$ cat src/rtl/unidade_controle_multiciclo.sv
// Multicycle control FSM for the RISC-V datapath (lw, sw, add/sub, beq/bne, jal, jalr, auipc).
// Optional retired-instruction counter enabled by defining CONTADOR_INSTR_EN.
module unidade_controle_multiciclo #(
   parameter int CICLOS_MEMORIA   = 1,
   parameter int LARGURA_CONTADOR = 32
) (
   input  logic        clk,
   input  logic        reset,
   input  logic [31:0] instr,
   input  logic        zero,
   output logic        carrega_instr,
   output logic        we_reg,
   output logic        we_mem,
   output logic        soma_ou_subtrai,
   output logic        subtraindo,
   output logic        imediato,
   output logic [2:0]  sel_imediato,
   output logic [1:0]  sel_din_reg,
   output logic        atualiza_pc,
   output logic [1:0]  sel_pc,
   output logic [2:0]  estado,
   output logic        erro
`ifdef CONTADOR_INSTR_EN
   ,
   output logic [LARGURA_CONTADOR-1:0] instr_concluidas
`endif
);

   typedef enum logic [2:0] {
      BUSCA      = 3'd0,
      DECODIFICA = 3'd1,
      EXECUTA    = 3'd2,
      MEMORIA    = 3'd3,
      ESCRITA    = 3'd4,
      ERRO       = 3'd5
   } estado_t;

   typedef enum logic [2:0] {
      CL_LW, CL_SW, CL_R, CL_BR, CL_JAL, CL_JALR, CL_AUIPC, CL_ILEGAL
   } classe_t;

   localparam int CW = (CICLOS_MEMORIA > 1) ? $clog2(CICLOS_MEMORIA) : 1;
   localparam logic [CW-1:0] CARGA_MEM = CW'(CICLOS_MEMORIA - 1);

   estado_t       estado_q, estado_d;
   logic [CW-1:0] contador_q, contador_d;
   classe_t       classe;
   logic          rd_nz;
   logic          desvio;

   always_comb begin
      classe = CL_ILEGAL;
      case (instr[6:0])
         7'b0000011: classe = CL_LW;
         7'b0100011: classe = CL_SW;
         7'b1101111: classe = CL_JAL;
         7'b0010111: classe = CL_AUIPC;
         7'b0110011:
            if (instr[14:12] == 3'b000 &&
                (instr[31:25] == 7'b0000000 || instr[31:25] == 7'b0100000))
               classe = CL_R;
         7'b1100011:
            if (instr[14:13] == 2'b00)
               classe = CL_BR;
         7'b1100111:
            if (instr[14:12] == 3'b000)
               classe = CL_JALR;
         default: classe = CL_ILEGAL;
      endcase
   end

   assign rd_nz  = |instr[11:7];
   // funct3 bit 0 distinguishes bne from beq
   assign desvio = instr[12] ? ~zero : zero;

   always_comb begin
      estado_d        = estado_q;
      contador_d      = contador_q;
      carrega_instr   = 1'b0;
      we_reg          = 1'b0;
      we_mem          = 1'b0;
      soma_ou_subtrai = 1'b0;
      subtraindo      = 1'b0;
      imediato        = 1'b0;
      sel_imediato    = 3'd0;
      sel_din_reg     = 2'd0;
      atualiza_pc     = 1'b0;
      sel_pc          = 2'd0;
      erro            = 1'b0;
      case (estado_q)
         BUSCA: begin
            carrega_instr = 1'b1;
            estado_d      = DECODIFICA;
         end
         DECODIFICA: estado_d = (classe == CL_ILEGAL) ? ERRO : EXECUTA;
         EXECUTA: begin
            case (classe)
               CL_LW, CL_SW: begin
                  soma_ou_subtrai = 1'b1;
                  imediato        = 1'b1;
                  sel_imediato    = (classe == CL_SW) ? 3'd1 : 3'd0;
                  contador_d      = CARGA_MEM;
                  estado_d        = MEMORIA;
               end
               CL_R: begin
                  soma_ou_subtrai = 1'b1;
                  subtraindo      = instr[30];
                  estado_d        = ESCRITA;
               end
               CL_BR: begin
                  soma_ou_subtrai = 1'b1;
                  subtraindo      = 1'b1;
                  sel_imediato    = 3'd2;
                  atualiza_pc     = 1'b1;
                  sel_pc          = desvio ? 2'd1 : 2'd0;
                  estado_d        = BUSCA;
               end
               CL_JAL: begin
                  we_reg       = rd_nz;
                  sel_din_reg  = 2'd2;
                  sel_imediato = 3'd3;
                  atualiza_pc  = 1'b1;
                  sel_pc       = 2'd1;
                  estado_d     = BUSCA;
               end
               CL_JALR: begin
                  soma_ou_subtrai = 1'b1;
                  imediato        = 1'b1;
                  estado_d        = ESCRITA;
               end
               CL_AUIPC: begin
                  we_reg       = rd_nz;
                  sel_din_reg  = 2'd3;
                  sel_imediato = 3'd4;
                  atualiza_pc  = 1'b1;
                  estado_d     = BUSCA;
               end
               default: estado_d = ERRO;
            endcase
         end
         MEMORIA: begin
            // address operands stay on the ULA while memory is busy
            soma_ou_subtrai = 1'b1;
            imediato        = 1'b1;
            sel_imediato    = (classe == CL_SW) ? 3'd1 : 3'd0;
            if (contador_q == '0) begin
               if (classe == CL_SW) begin
                  we_mem      = 1'b1;
                  atualiza_pc = 1'b1;
                  estado_d    = BUSCA;
               end else begin
                  estado_d = ESCRITA;
               end
            end else begin
               contador_d = contador_q - 1'b1;
            end
         end
         ESCRITA: begin
            estado_d = BUSCA;
            case (classe)
               CL_LW: begin
                  we_reg          = rd_nz;
                  sel_din_reg     = 2'd1;
                  soma_ou_subtrai = 1'b1;
                  imediato        = 1'b1;
                  atualiza_pc     = 1'b1;
               end
               CL_R: begin
                  we_reg          = rd_nz;
                  soma_ou_subtrai = 1'b1;
                  subtraindo      = instr[30];
                  atualiza_pc     = 1'b1;
               end
               CL_JALR: begin
                  we_reg          = rd_nz;
                  sel_din_reg     = 2'd2;
                  soma_ou_subtrai = 1'b1;
                  imediato        = 1'b1;
                  atualiza_pc     = 1'b1;
                  sel_pc          = 2'd2;
               end
               default: estado_d = BUSCA;
            endcase
         end
         ERRO: begin
            erro     = 1'b1;
            estado_d = ERRO;
         end
         default: estado_d = BUSCA;
      endcase
      // a cycle in which reset is sampled must not enable anything
      if (reset) begin
         carrega_instr   = 1'b0;
         we_reg          = 1'b0;
         we_mem          = 1'b0;
         soma_ou_subtrai = 1'b0;
         subtraindo      = 1'b0;
         imediato        = 1'b0;
         sel_imediato    = 3'd0;
         sel_din_reg     = 2'd0;
         atualiza_pc     = 1'b0;
         sel_pc          = 2'd0;
         erro            = 1'b0;
      end
   end

   always_ff @(posedge clk) begin
      if (reset) begin
         estado_q   <= BUSCA;
         contador_q <= '0;
      end else begin
         estado_q   <= estado_d;
         contador_q <= contador_d;
      end
   end

   assign estado = reset ? 3'd0 : estado_q;

`ifdef CONTADOR_INSTR_EN
   logic [LARGURA_CONTADOR-1:0] instr_concluidas_q, instr_concluidas_d;

   always_comb begin
      instr_concluidas_d = instr_concluidas_q;
      if (atualiza_pc)
         instr_concluidas_d = instr_concluidas_q + 1'b1;
   end

   always_ff @(posedge clk) begin
      if (reset)
         instr_concluidas_q <= '0;
      else
         instr_concluidas_q <= instr_concluidas_d;
   end

   assign instr_concluidas = instr_concluidas_q;

   logic unused_ok;
   assign unused_ok = ^instr[24:15];
`else
   logic unused_ok;
   assign unused_ok = ^{instr[24:15], LARGURA_CONTADOR[0]};
`endif

endmodule
$ cat config.mk
export PLATFORM = sky130hd
export DESIGN_NAME = unidade_controle_multiciclo
export DESIGN_NICKNAME = d
export VERILOG_FILES = /design/src/rtl/unidade_controle_multiciclo.sv
export SDC_FILE = /design/constraint.sdc
export NUM_CORES = 1
export LEC_CHECK = 0
export ABC_AREA = 0
export BUFFER_PORTS_ARGS = -buffer_cell sky130_fd_sc_hd__buf_2
export CAP_MARGIN = 20
export CORE_MARGIN = 1
export CORE_UTILIZATION = 38
export DETAILED_ROUTE_END_ITERATION = 10
export HOLD_SLACK_MARGIN = 0.05
export PLACE_DENSITY = 0.76
export RECOVER_POWER = 50
export SLEW_MARGIN = 20
export SYNTH_ARGS = -nofsm -noshare
export SYNTH_HDL_FRONTEND = slang
export SYNTH_SLANG_ARGS = --single-unit
$ cat constraint.sdc
create_clock -name clk -period 2.1 [get_ports clk]
set_input_delay 0.315 -clock clk [delete_from_list [all_inputs] [get_ports clk]]
set_output_delay 0.315 -clock clk [all_outputs]
set_load 0.02 [all_outputs]
# [Word-level counts from Yosys, hierarchy flattened]
# Cells that the tools add are included.
[totals] regBits=4 input_bits=35 output_inout_bits=18 elab_cells=98
[classes] add_sub_neg=1 eq_ne=22 mux=54 bitwise_logic=1 n_reduce_logical=18
[ops] cell="1-bit two-way mux" n=26
[ops] cell="7-bit by 6-bit equality test with 1-bit output (second input constant)" n=3
[ops] cell="7-bit equality test (second input constant)" n=3
[ops] cell="3-bit two-way mux" n=7
[ops] cell="3-bit one-hot mux with 7 select lines" n=1
[ops] cell="3-bit equality test (second input constant)" n=6
[ops] cell="2-bit one-hot mux with 2 select lines" n=4
[ops] cell="3-bit one-hot mux with 5 select lines" n=1
[ops] cell="3-bit by 2-bit equality test with 1-bit output (second input constant)" n=4
[ops] cell="3-bit one-hot mux with 4 select lines" n=1
[ops] cell="1-bit one-hot mux with 2 select lines" n=5
[ops] cell="5-bit OR reduction" n=2
[ops] cell="3-bit zero test" n=3
[ops] cell="1-bit one-hot mux with 3 select lines" n=3
[ops] cell="3-bit one-hot mux with 3 select lines" n=1
[ops] cell="3-bit OR reduction" n=3
[ops] cell="2-bit two-way mux" n=4
[ops] cell="2-bit OR reduction" n=4
[ops] cell="7-bit by 2-bit equality test with 1-bit output (second input constant)" n=1
[ops] cell="7-bit by 5-bit equality test with 1-bit output (second input constant)" n=1
[ops] cell="7-bit zero test" n=1
[ops] cell="3-bit by 1-bit equality test with 1-bit output (second input constant)" n=2
[ops] cell="3-bit one-hot mux with 2 select lines" n=1
[ops] cell="2-bit != test (second input constant)" n=2
[ops] cell="7 further kinds" n=7

# [Depth between registers and ports, before layout]
# Gate-level depths: netlist of the first run.
[logic_depth] depth_word=10 ltp_mapped=7 mapped_depth_nobuf=6

# [Least setup slack after synthesis of the first run]
# OpenSTA, ideal clock, no wires.
[synth_timing] path_type="input -> output" start="input instr[4]" end="output atualiza_pc" arrival_time_ps=2080 required_time_ps=1785 setup_slack_ps=-295 stages=7 path_buffers=1 cell_sequence="buf_6 -> nor4b_2 -> o21a_1 -> or4_4 -> a211oi_2 -> o21ai_1 -> a21oi_1"
[synth_via] elab_chain_cells=7 elab_cells_between_ends=23 classes_between="13 x eq/ne; 7 x mux; 3 x reduce/logical"
[synth_rtl] element="start, declared" line="9" text="input logic [31:0] instr,"
[synth_rtl] element="7-bit equality test, or another cell as far along" line="53" text="case (instr[6:0])"
[synth_rtl] element="3-bit one-hot mux with 7 select lines *" line="53"
[synth_rtl] element="3-bit equality test, or another cell as far along" line="160" text="case (classe)"
[synth_rtl] element="3-bit OR reduction (no line) / 1-bit two-way mux (equally long branches)"
[synth_rtl] element="1-bit two-way mux, on equally long branches" line="160, 146, 97"
[synth_rtl] element="1-bit one-hot mux with 3 select lines *" line="90" text="case (estado_q)"
[synth_rtl] element="1-bit two-way mux *" line="192" text="if (reset) begin"
[synth_rtl] element="end, declared" line="19" text="output logic atualiza_pc,"
# Mark *: on every way between the ends. The rest lies on a longest branch, timed or not.

# [Worst setup path in the final report of the first run]
[layout_timing] start="input instr[3]" end="output soma_ou_subtrai"
[layout_via] elab_chain_cells=7 elab_cells_between_ends=19 classes_between="11 x eq/ne; 5 x mux; 3 x reduce/logical"
[layout_rtl] element="7-bit equality test, or another cell as far along" line="53"
[layout_rtl] element="3-bit one-hot mux with 7 select lines *" line="53"
[layout_rtl] element="3-bit by 1-bit equality test with 1-bit output, or another cell as far along" line="97" text="case (classe)"
[layout_rtl] element="5-bit OR reduction (no line) / 3-bit OR reduction (equally long branches)"
[layout_rtl] element="1-bit two-way mux, on equally long branches" line="97, 160"
[layout_rtl] element="1-bit one-hot mux with 3 select lines *" line="90"
[layout_rtl] element="1-bit two-way mux *" line="192"
[layout_rtl] element="end, declared" line="14" text="output logic soma_ou_subtrai,"
# Marks and branches as above.

==> run metrics, run 1 <==
status=finished, violations left; failing checks=setup timing; startpoint class of the critical path=primary input; Wirelength per Cell=15.6 um; largest registers=estado_q: 3 flops; vias per cell=5.67; row cnt=16; residual DRC count=0; fin cells=230; Mapped Area=831 um2; Post-Place Cell Area=1370 um2; Area growth, synth to finish=98.2%; Antenna Cells=0; # hold bufs at CTS=0; Gate Count Post-Synth=124; core box area=2000 um2; FF+latch area=60.1 um2; Die X=48.8 um; Final Core Density=82.3%; actual slew at the worst max-slew pin=0.416 ns; pin count of the biggest net entering global routing=15; post-synth top area cell=dfxtp_1; pwr dens=247 nW/um2; Final period util=116%; antenna violations before repair=0; initial cell density of the core=41.5%; GRT Residual Overflow=0; Final Worst Setup Slack=-0.345 ns; CP Cell Sequence=buf_8 > nor4b_4 > a21oi_2 > or4_4 > a211oi_4 > a211oi_2 > o32ai_2 > buf_4; Final Setup Violations=13; share of cells above drive strength 1=64.0%; worst path required time=1.78 ns; clk_skew=0.00596 ns; Top reg by flops=estado_q; # clock sinks=3; hold_ws=0.494 ns; Commonest cells post-synth=nor2_1, a21oi_1, nor2b_1; top-count cell post-synth=nor2_1; setup TNS=-2.44 ns; Hold Vio Cnt, Final=0; final wirelength=3590 um; worst-skew pair later-pin latency=0.25 ns; Max VDD drop=0.348 mV; Yosys reg bits=3; ys flop type=dfxtp_1; syn_area_per_cell=6.70 um2; First-pass DRT Iterations=4; DR vias=1,304; Final Wtd Congestion=0.944; YS warnings=0; Clk Tree Root Cell=clkbuf_4; Max Cap Violations=0; fillers=149; H-tree levels=1; RSZ-0062 raised after global routing=yes; # placed instances=220; io pins=53; Worst Path Arrival=2.13 ns; Post-synth EDFFs=0; Mapped Nets=159; area of the multi-input gates=927 um2; post-route minimum period=2.44 ns; number of global-route vias before repair=1,249; die area=2380 um2; dpl hpwl=2540 um; Chip Height=48.8 um; Iteration-0 DRC Markers=21; CTS Buf Count=3; CTS tree=yes; first-pass GRT wire length=5620 um; post-synthesis sequential area ratio=7.23%; top post-synthesis cells by area=dfxtp_1, nor2_1, nor2b_1; number of flip-flops in the largest register=3; Slew Viols, Final=0; Port Buf Inserts=42; nets=239; Worst setup EP type=output port; Clock transition at path regs=0.04 ns; Achievable Freq=409 MHz; Rel. slew slack=72.2%; Yosys cell types=51; Slowest-stage cell, CP=or4_4; Finished Cell Area=1650 um2; ys async rst share=0%; area share of the largest cell type after synthesis=7.23%; LEAKAGE=0.701 nW; Worst Hold Class=in2reg; CP peak stage delay=0.57 ns; Setup CP Type=in2out; Final ANT Viol Nets=0; clk buf depth=2; Max Fanout on Critical Path=4; Total GRT Usage=30.2%
==> placed cells by master (no fill, tap or decap), types with 3 or more instances in the layout <==
cell,instances
a21oi_2,6
a22oi_1,3
buf_2,26
buf_4,45
buf_6,7
clkbuf_4,3
dfxtp_1,3
inv_1,5
nand2_1,5
nand2b_1,3
nor2_1,8
nor2_2,4
nor2_4,4
nor2b_1,8
nor3_2,5
nor4_1,3
o21ai_0,5
==> path summary, 6_finish.rpt <==
kind,start,to,slack (ns),cells past startpoint
hold / removal,reset,estado_q[1],0.49,2
setup / recovery,instr[3],soma_ou_subtrai,-0.34,8
hold reg to reg,estado_q[2],estado_q[1],0.63,1
setup reg to reg,estado_q[1],estado_q[2],0.37,5
==> where the power goes <==
part	switching [mW]	total, mW	internal, mW
Sequential	0.0101	0.0725	0.0624
Clock	0.0390	0.111	0.0718
Combinational	0.115	0.223	0.108
==> critical path, delay by kind of cell <==
kind | cells | cell delay (ns)
AND/OR/NAND/NOR | 2 | 0.88
buffers and inverters | 2 | 0.28
AO/OA/AOI/OAI | 4 | 0.65
==> logic make-up (layout without fill, tap and decap cells) <==
kind of cell | Yosys count | after routing | share of synthesized area, %
AND/OR/NAND/NOR | 67 | 67 | 47.4
AO/OA/AOI/OAI | 37 | 37 | 31.6
buffers and inverters | 11 | 90 | 6.93
XOR/XNOR | 3 | 3 | 3.16
flip-flops | 3 | 3 | 7.23
multiplexers | 2 | 2 | 2.41
adder cells (fa/ha/maj) | 1 | 1 | 1.20
==> per-stage QoR <==
stage | setup WS (ns) | power [mW]
global placement | -0.317 | 0.252
detailed placement | -0.386 | 0.258
finish | -0.345 | 0.407
CTS | -0.311 | 0.390
global route | -0.427 | 0.427
floorplan | -0.151 | 0.173
==> layer usage <==
layer	up-vias	routed length [um]	GRT usage, %	share of wire, %
li1	627	-	-	-
met1	608	1600	36.9	45
met2	59	1730	53.5	48
met3	10	154	3.77	4.3
met4	0	95	10.8	2.6
met5	-	0	0	0
==> what timing repair did <==
action                     in CTS  in global routing
cloned                          0                  0
gates resized for setup        44                 15
setup endpoints to repair      14                 15
buffers inserted                5                  1
pin swaps                       8                 11
==> layout make-up <==
cell class                 instances  share of cell area, %
timing repair buffer              81                   35.3
clock buffer                       4                   1.60
tap                               27                   2.05
multi-input combinational        110                   56.3
inverter                           5                   1.14
sequential                         3                   3.65
No activity file was read; power rests on OpenSTA's default activity.
==> run 2: changes to the inputs <==
Settings changed: GPL_TIMING_DRIVEN set to 0.
==> run 2 against run 1 <==
Net effect:
- the flow still finishes with violations (setup timing)
- combinational power is 21% lower
- non-clock buffer count shrank 29
- critical path depth unchanged
- via count shrank 13%
- register-to-register slack barely moved
- setup slack better by 0.030 ns
- clock skew decreased by 0.0015 ns
- wire length is 26% lower
- fmax grew 1.3%
- highest routed layer unchanged
==> run metrics, run 2 (synthesis results as in run 1) <==
status=finished, violations left; failing checks=setup timing; io pins=53 (unchanged); clk_skew=0.00447 ns (-0.00149 ns); LEAKAGE=0.533 nW (-24%); final wirelength=2660 um (-26%); Max Cap Violations=0 (unchanged); Chip Height=48.8 um (unchanged); hold path depth=4 (+2); Area growth, synth to finish=64.3%; Critical R2R Launch=estado_q[1]; row cnt=16 (unchanged); Total GRT Usage=24.9% (-5.2 points); Port Buf Inserts=40 (-4.8%); Final Setup Violations=13 (unchanged); fillers=171 (+15%); Setup CP Type=in2out; Final period util=115% (-1.4 points); Post-Place Cell Area=1160 um2 (-16%); actual slew at the worst max-slew pin=0.616 ns (+0.200 ns); Slowest-stage cell, CP=or4_4; H-tree levels=1 (unchanged); antenna violations before repair=0 (unchanged); pin count of the biggest net entering global routing=11 (-4); GRT Residual Overflow=0 (unchanged); die area=2380 um2 (unchanged); first-pass GRT wire length=4770 um (-15%); commonest non-fill, non-tap cell in the layout=buf_2; clk buf depth=2 (unchanged); CP startpoint=instr[5]; residual DRC count=0 (unchanged); area of the multi-input gates=867 um2 (-6.5%); DR vias=1,137 (-13%); Final Worst Setup Slack=-0.314 ns (+0.0304 ns); post-place setup slack=-0.482 ns (-0.0961 ns); Max VDD drop=0.305 mV (-12%); post-route minimum period=2.41 ns (-0.0304 ns); Reg-to-Reg End=estado_q[2]; # clock sinks=3 (unchanged); Clk Tree Root Cell=clkbuf_4; worst-case reg-to-reg path depth=5 (unchanged); Slew Viols, Final=0 (unchanged); CP Cell Sequence=buf_8 > nor4b_4 > a21oi_2 > or4_4 > a211oi_4 > o21ai_2 > a21oi_2 > buf_4; FF+latch area=60.1 um2 (unchanged); R2R setup slack=0.37 ns (about the same); startpoint class of the critical path=primary input; Iteration-0 DRC Markers=29 (+38%); hold endpoint=estado_q[1]; CTS tree=yes; Worst Path Arrival=2.10 ns (-0.03 ns); initial cell density of the core=41.5% (unchanged); Final Core Density=68.2% (-14 points); Achievable Freq=414 MHz (+1.3%); crit-path most repeated cell=a21oi_2; Finished Cell Area=1370 um2 (-17%); Worst setup EP type=output port; Antenna Cells=0 (unchanged); vias per cell=5.66 (-0.23%); CTS Buf Count=3 (unchanged); nets=210 (-12%); Die X=48.8 um (unchanged); Hold Vio Cnt, Final=0 (unchanged); Final Wtd Congestion=0.890 (-5.7%); Max Fanout on Critical Path=3 (-1); pwr dens=260 nW/um2 (+5.2%); Rel. slew slack=58.5% (-14 points); RSZ-0062 raised after global routing=yes; Top reg by flops=estado_q; most frequent cells in the layout=buf_2, buf_4, nor2_1; Wirelength per Cell=13.2 um (-15%); setup TNS=-2.32 ns (+0.118 ns); Clock transition at path regs=0.04 ns (about the same); worst-skew pair later-pin latency=0.24 ns (about the same); # hold bufs at CTS=0 (unchanged); Worst Hold Class=in2reg; share of cells above drive strength 1=51.7% (-12 points); core box area=2000 um2 (unchanged); number of global-route vias before repair=1,083 (-13%); Min-Delay Startpoint=instr[4]; worst path required time=1.78 ns (about the same); CP peak stage delay=0.56 ns (about the same); dpl hpwl=2070 um (-19%); largest registers=estado_q: 3 flops; Final ANT Viol Nets=0 (unchanged); First-pass DRT Iterations=4 (unchanged); number of flip-flops in the largest register=3 (unchanged)
## run 2: cell types whose count changed in the layout (fill, tap and decap cells not counted), moves of 2 or more
cell,delta
buf_2,-2
xor2_2,-2
buf_4,-30
buf_6,-2
xor2_1,+2
nand2_2,-2
clkbuf_1,+3
nand2_1,+2
nor2_4,-3
nor2_1,+2
## run 2: power breakdown
| part | leakage, nW | internal [mW] | switching, mW |
|---|---|---|---|
| Clock | 0.0150 | 0.0715 | 0.0348 |
| Combinational | 0.494 | 0.0793 | 0.0976 |
| Sequential | 0.0248 | 0.0625 | 0.00903 |
| Total | 0.533 | 0.213 | 0.141 |
## run 2: how the worst max path moves through the flow
stage,end,slack (ns)
2_1_floorplan,atualiza_pc,-0.15
3_3_place_gp,soma_ou_subtrai,-0.43
3_5_place_dp,soma_ou_subtrai,-0.48
4_1_cts,atualiza_pc,-0.34
5_1_grt,soma_ou_subtrai,-0.43
6_report,atualiza_pc,-0.31
## run 2: timing repair
item                                    in CTS  in global routing
hold endpoints to repair                     0                  0
buffers inserted                             7                  0
endpoints found under the setup margin      13                 15
pin swaps                                   17                  5
resized for setup                           38                  7
## run 2: per-stage QoR
| step | total power, mW | hold WS [ns] | std cells |
|---|---|---|---|
| 5_1_grt | 0.380 | 0.490 | 201 |
| 3_5_place_dp | 0.227 | 0.596 | 191 |
| 2_1_floorplan | 0.173 | 0.515 | 124 |
| 4_1_cts | 0.354 | 0.451 | 202 |
| 3_3_place_gp | 0.222 | 0.560 | 191 |
| 6_report | 0.355 | 0.467 | 201 |
## run 2: layout make-up
class | instances | share of cell area, %
Buffer | 5 | 2.84
Clock buffer | 4 | 1.92
Inverter | 5 | 1.37
Multi-Input combinational cell | 110 | 63.5
Sequential cell | 3 | 4.40
Tap cell | 27 | 2.47
Timing Repair Buffer | 47 | 23.5
## run 2: critical path: cells and delay by family
family / cells / cell delay, ns
buf+inv: 2 / 0.26
compound gates: 4 / 0.66
simple gates: 2 / 0.86
## run 2: metal layers
layer	up-vias	routed length, um	global-route usage (%)
li1	567	-	-
met1	503	1180	31.0
met2	61	1250	42.8
met3	6	192	4.72
met4	0	40	7.84
met5	-	0	0
